<file path="src/rtl/seq_mult_pkg.sv">
// Shared definitions for seq_mult and its downstream collector: default width,
// collector state encoding and the slice-count helper.
package seq_mult_pkg;

    localparam int SM_W  = 16;
    localparam int CNT_W = 6;

    typedef enum logic [1:0] {
        IDLE    = 2'd0,
        COLLECT = 2'd1,
        HOLD    = 2'd2
    } collector_state_e;

    // Number of P-bit slices that make up a 2*bit_size-bit product (rounded up).
    function automatic logic [CNT_W-1:0] slice_count(input logic [3:0] bit_size, input int p_w);
        int n;
        n = (2 * int'(bit_size) + p_w - 1) / p_w;
        return n[CNT_W-1:0];
    endfunction

endpackage

</file>
<file path="src/rtl/seq_mult_collector.sv">
// Reassembles the LSB-first product slices of seq_mult into a right-aligned,
// optionally sign-extended product and offers it on a valid/ready port.
module seq_mult_collector
    import seq_mult_pkg::*;
#(
    parameter int P = 2,
    parameter int W = SM_W
) (
    input  logic             clk,
    input  logic             rst_n,
    input  logic             start,
    input  logic [3:0]       bitSize,
    input  logic             signed_mode,
    input  logic [P-1:0]     p,
    input  logic             newOut,
    input  logic             done,
    output logic [2*W-1:0]   prod_o,
    output logic             prod_valid,
    input  logic             prod_ready,
    output logic             busy,
    output logic             short_err,
    output logic             ovf_err
);

    collector_state_e   state_q, state_d;
    logic [2*W-1:0]     acc_q, acc_d;
    logic [CNT_W-1:0]   cnt_q, cnt_d;
    logic [CNT_W-1:0]   n_q, n_d;
    logic [3:0]         bsz_q, bsz_d;
    logic               sgn_q, sgn_d;
    logic [2*W-1:0]     prod_q, prod_d;
    logic               valid_q, valid_d;
    logic               short_q, short_d;
    logic               ovf_q, ovf_d;
    logic               open_req;
    logic [CNT_W-1:0]   n_start;

    assign n_start = slice_count(bitSize, P);

    // Slices arrive at the top of acc, so cnt slices occupy acc[2W-1 -: cnt*P].
    // Aligning on the received count also right-aligns a short (partial) product.
    function automatic logic [2*W-1:0] finalise(input logic [2*W-1:0] acc_v,
                                                input logic [CNT_W-1:0] cnt_v,
                                                input logic [3:0]       bsz,
                                                input logic             sgn);
        logic [2*W-1:0] r;
        logic [2*W-1:0] keep;
        logic [2*W-1:0] top;
        logic           sbit;
        int             width;
        r     = acc_v >> (2*W - int'(cnt_v) * P);
        width = 2 * int'(bsz);
        keep  = ~({(2*W){1'b1}} << width);
        sbit  = 1'b0;
        if (sgn && width != 0) begin
            top  = r >> (width - 1);
            sbit = top[0];
        end
        return (r & keep) | ({(2*W){sbit}} & ~keep);
    endfunction

    always_comb begin
        // NOTE: every variable gets its hold value first so no path can infer a latch.
        state_d  = state_q;
        acc_d    = acc_q;
        cnt_d    = cnt_q;
        n_d      = n_q;
        bsz_d    = bsz_q;
        sgn_d    = sgn_q;
        prod_d   = prod_q;
        valid_d  = valid_q;
        short_d  = short_q;
        ovf_d    = ovf_q;
        open_req = 1'b0;

        case (state_q)
            IDLE: begin
                if (newOut) ovf_d = 1'b1;
                if (start)  open_req = 1'b1;
            end
            COLLECT: begin
                if (start) ovf_d = 1'b1;
                if (newOut) begin
                    acc_d = {p, acc_q[2*W-1:P]};
                    cnt_d = cnt_q + 1'b1;
                end
                if (newOut && cnt_d == n_q) begin
                    prod_d  = finalise(acc_d, cnt_d, bsz_q, sgn_q);
                    valid_d = 1'b1;
                    state_d = HOLD;
                end else if (done) begin
                    short_d = 1'b1;
                    prod_d  = finalise(acc_d, cnt_d, bsz_q, sgn_q);
                    valid_d = 1'b1;
                    state_d = HOLD;
                end
            end
            HOLD: begin
                if (newOut) ovf_d = 1'b1;
                if (valid_q && prod_ready) begin
                    valid_d  = 1'b0;
                    state_d  = IDLE;
                    open_req = start;
                end else if (start) begin
                    ovf_d = 1'b1;
                end
            end
            default: state_d = IDLE;
        endcase

        // Opening a product is shared by IDLE and the HOLD back-to-back handshake.
        if (open_req) begin
            bsz_d = bitSize;
            sgn_d = signed_mode;
            n_d   = n_start;
            acc_d = '0;
            cnt_d = '0;
            if (n_start == '0) begin
                prod_d  = '0;
                valid_d = 1'b1;
                state_d = HOLD;
            end else begin
                state_d = COLLECT;
            end
        end
    end

    // NOTE: sequential state uses non-blocking assignments only, so every flop
    // samples the pre-edge values produced by the combinational block.
    always_ff @(posedge clk or negedge rst_n) begin
        if (!rst_n) begin
            state_q <= IDLE;
            acc_q   <= '0;
            cnt_q   <= '0;
            n_q     <= '0;
            bsz_q   <= '0;
            sgn_q   <= 1'b0;
            prod_q  <= '0;
            valid_q <= 1'b0;
            short_q <= 1'b0;
            ovf_q   <= 1'b0;
        end else begin
            state_q <= state_d;
            acc_q   <= acc_d;
            cnt_q   <= cnt_d;
            n_q     <= n_d;
            bsz_q   <= bsz_d;
            sgn_q   <= sgn_d;
            prod_q  <= prod_d;
            valid_q <= valid_d;
            short_q <= short_d;
            ovf_q   <= ovf_d;
        end
    end

    assign prod_o     = prod_q;
    assign prod_valid = valid_q;
    assign busy       = (state_q != IDLE);
    assign short_err  = short_q;
    assign ovf_err    = ovf_q;

endmodule

</file>
<file path="config.mk">
export PLATFORM = sky130hd
export DESIGN_NAME = seq_mult_collector
export DESIGN_NICKNAME = d
export VERILOG_FILES = /design/src/rtl/seq_mult_pkg.sv /design/src/rtl/seq_mult_collector.sv
export SDC_FILE = /design/constraint.sdc
export NUM_CORES = 1
export LEC_CHECK = 0
export CAP_MARGIN = 20
export CELL_PAD_IN_SITES_DETAIL_PLACEMENT = 1
export CELL_PAD_IN_SITES_GLOBAL_PLACEMENT = 1
export CORE_MARGIN = 5
export CORE_UTILIZATION = 49
export DETAILED_ROUTE_END_ITERATION = 7
export MAX_ROUTING_LAYER = met4
export PLACE_DENSITY_LB_ADDON = 0.1
export SYNTH_ARGS = -nofsm -noshare
export SYNTH_HDL_FRONTEND = slang
export SYNTH_SLANG_ARGS = --single-unit
</file>
<file path="constraint.sdc">
create_clock -name clk -period 9.2 [get_ports clk]
set_input_delay 0.92 -clock clk [delete_from_list [all_inputs] [get_ports clk]]
set_output_delay 0.92 -clock clk [all_outputs]
set_load 0.1 [all_outputs]
</file>
==> impl_metrics.ini <==
[finish]
num-nets-final = 778
fin_cells = 932
drive_gt1_share_pct = 10.7
n_antenna_cell = 0
area_growth_pct = 14.3
fin_util_pct = 56.5

[global_route]
grt.total_usage_pct = 27.8
grt_max_degree = 81
gr-total-overflow = 0
antenna_found_initial = 0
grt_pass1_wl_um = 32000
grt_pass1_vias = 5909

[synthesis]
synth-edff-count = 0
synth_top_area_share_pct = 32.4
yosys-top-cells-area = dfrtp_1, mux2i_1, nand2_1
ys_ff_latch = 80
yosys.area.top_type = dfrtp_1
yosysSeqAreaShare_pct = 32.4
synth_nets = 762
synth_cell_types = 81
synth_area_um2 = 6180
syn_area_per_cell_um2 = 8.37
syn_inst = 739
ys_top_cells_by_count = nand2_1, a21oi_1, dfrtp_1
async_flop_share_pct = 100
yosysMostFrequentCell = nand2_1
synth_ff_type = dfrtp_1
ys_warn_count = 0

[place]
globalplace.congestion = 0.964
dp.cells = 912
port_buffers = 48
dpl.hpwl_um = 14500

[power_and_ir_drop]
ir_drop_mv = 0.163
switching_share_pct = 58.3
p_leak_nw = 2.85
p_comb_share_pct = 69.3
power_frac_seq_pct = 18.5
power.switching_w = 0.00169
cellPowerDensity_nw_per_um2 = 409
p_int_w = 0.00120
p_clk_share_pct = 12.2
power_w = 0.00289

[worst_hold_path]
min_path_type = reg -> reg
min_path_cells = 2
worstHoldEndpoint = short_err
min_from = short_err

[die]
initial_core_util_pct = 49.4
die_w_um = 122
row_count = 41
ios = 49
die_y_um = 122
dieArea_um2 = 15000
core_area_um2 = 12500

[outcome]
status = finished clean

[setup_path]
critPathKind = reg -> reg
cp-end-kind = flop
reg2reg_depth = 12
r2r-end = prod_o[16]
crit_required_ns = 9.45
r2r_start = cnt_q[0]
crit_path_max_fanout = 47
regToRegSetupSlack_ns = 3.89
cp-start-kind = flop
crit_arrival_ns = 5.56

[clocking]
holdBufCountCts = 0
cts_made_buffers = 9
clkSlewWorstSetupHoldPaths_ns = 0.07
clock-sinks = 80
cts.htree.levels = 3
cts_tree = done
cts_root_buffer = clkbuf_16
clock_latency_ns = 0.35
cts_resized = 0
cts_setup_buffers = 0
cts_buffer_depth = 2

[drt]
drc = 0
finalWirelength_um = 20100
drtAntennaViolNets = 0
drtIter0Drc = 514
routed_via_density = 6.29
vias = 5859
wl_per_cell_um = 21.5
firstDrtPassIters = 5

[sta]
setup_tns_ns = 0
slew_viol_final = 0
worst_slew_pin_slew_ns = 1.01
rsz0062_at_grt = false
slew_headroom_pct = 32.4
setup_viol = 0
fmax_mhz = 188
finalCriticalPeriod_ns = 5.31
skew_ns = 0.00940
period_share_pct = 57.8
finalHoldViolCount = 0

[job]
cap_violations = 0
-- worst max-delay path by stage --
| stage | end | start | slack [ns] |
|---|---|---|---|
| 6_report | prod_o[16] | cnt_q[0] | 3.89 |
| 5_1_grt | prod_o[15] | cnt_q[0] | 3.59 |
| 2_1_floorplan | prod_o[14] | newOut | 4.27 |
| 4_1_cts | prod_o[15] | newOut | 3.58 |
| 3_5_place_dp | prod_o[16] | newOut | 3.21 |
| 3_3_place_gp | prod_o[16] | newOut | 3.40 |
-- sequential cells by signal, summed over array words and instances, names as in the netlist --
name	flops
acc_q	32
cnt_q	6
n_q	4
ovf_err	1
prod_o	32
prod_valid	1
sgn_q	1
short_err	1
state_q	2
-- worst max-delay path, stage by stage, from the launching register on --
cell and delay, ns:
dfrtp_1 0.38, buf_4 0.28, ha_1 0.50, mux2i_1 0.15, ha_1 0.29, buf_4 0.32
clkinv_1 0.79, mux4_2 0.77, o22a_1 0.21, or4_1 0.46, a31oi_4 0.39, o21ai_2 0.28
o32ai_1 0.33
-- placed cells by master (no fill, tap or decap), types with 5 or more instances in the layout --
cell type          n
nor4_1             5
xnor2_1           14
inv_1             14
a21oi_1           80
nor3_1            22
o221ai_1           7
ha_1              10
or3_1              7
o21ai_1            9
or4_1              5
a211oi_1           6
nor2_1            56
buf_4             10
clkbuf_16         10
nand3_1           12
dfrtp_1           80
o211ai_1           9
nand4_1            7
a31oi_1           16
mux2_2            18
xor2_1             7
o21a_1             7
mux2i_1           48
nand2_1          108
o31ai_1           10
clkdlybuf4s50_1   46
o21ai_0           45
-- power groups by stage --
stage                     clock, W  sequential [W]  combinational (W)
final                     0.000351        0.000536            0.00200
after global routing      0.000369        0.000549            0.00212
after CTS                 0.000350        0.000533            0.00196
after detailed placement         0        0.000538            0.00196
after global placement           0        0.000531            0.00192
after floorplan                  0        0.000926            0.00109
-- cell type report --
cell class / instances / area (um2)
Fill cell: 1535 / 5450
Multi-Input combinational cell: 586 / 3860
Sequential cell: 80 / 2000
Timing Repair Buffer: 62 / 652
Clock buffer: 10 / 239
Tap cell: 172 / 215
Inverter: 16 / 60.1
Clock inverter: 6 / 43.8
-- routing by layer --
metal  GRT usage (%)  vias to the layer above  routed length [um]
met2            43.8                      140                9310
met1            37.8                     2932                9560
met5               -                        -                   0
li1                -                     2756                   -
met3            3.78                       31                 836
met4            7.91                        0                 374
-- cell families (layout without fill, tap and decap cells) --
| group | Yosys count | after routing | synth area share, % |
|---|---|---|---|
| AO/OA/AOI/OAI | 234 | 234 | 25.3 |
| XOR/XNOR | 23 | 23 | 3.68 |
| adder cells (fa/ha/maj) | 10 | 10 | 2.02 |
| flip-flops | 80 | 80 | 32.4 |
| multiplexers | 71 | 71 | 12.7 |
| AND/OR/NAND/NOR | 248 | 248 | 18.6 |
| buffers and inverters | 73 | 94 | 5.40 |
-- through the flow --
step	worst slack [ns]	instance area, um2	hold slack [ns]
2_1_floorplan	4.27	6180	0.497
3_3_place_gp	3.40	6680	0.448
3_5_place_dp	3.21	6690	0.468
4_1_cts	3.58	6970	0.482
5_1_grt	3.59	7070	0.515
6_report	3.89	7070	0.478
Note: power is estimated with default switching activity, not from simulation.
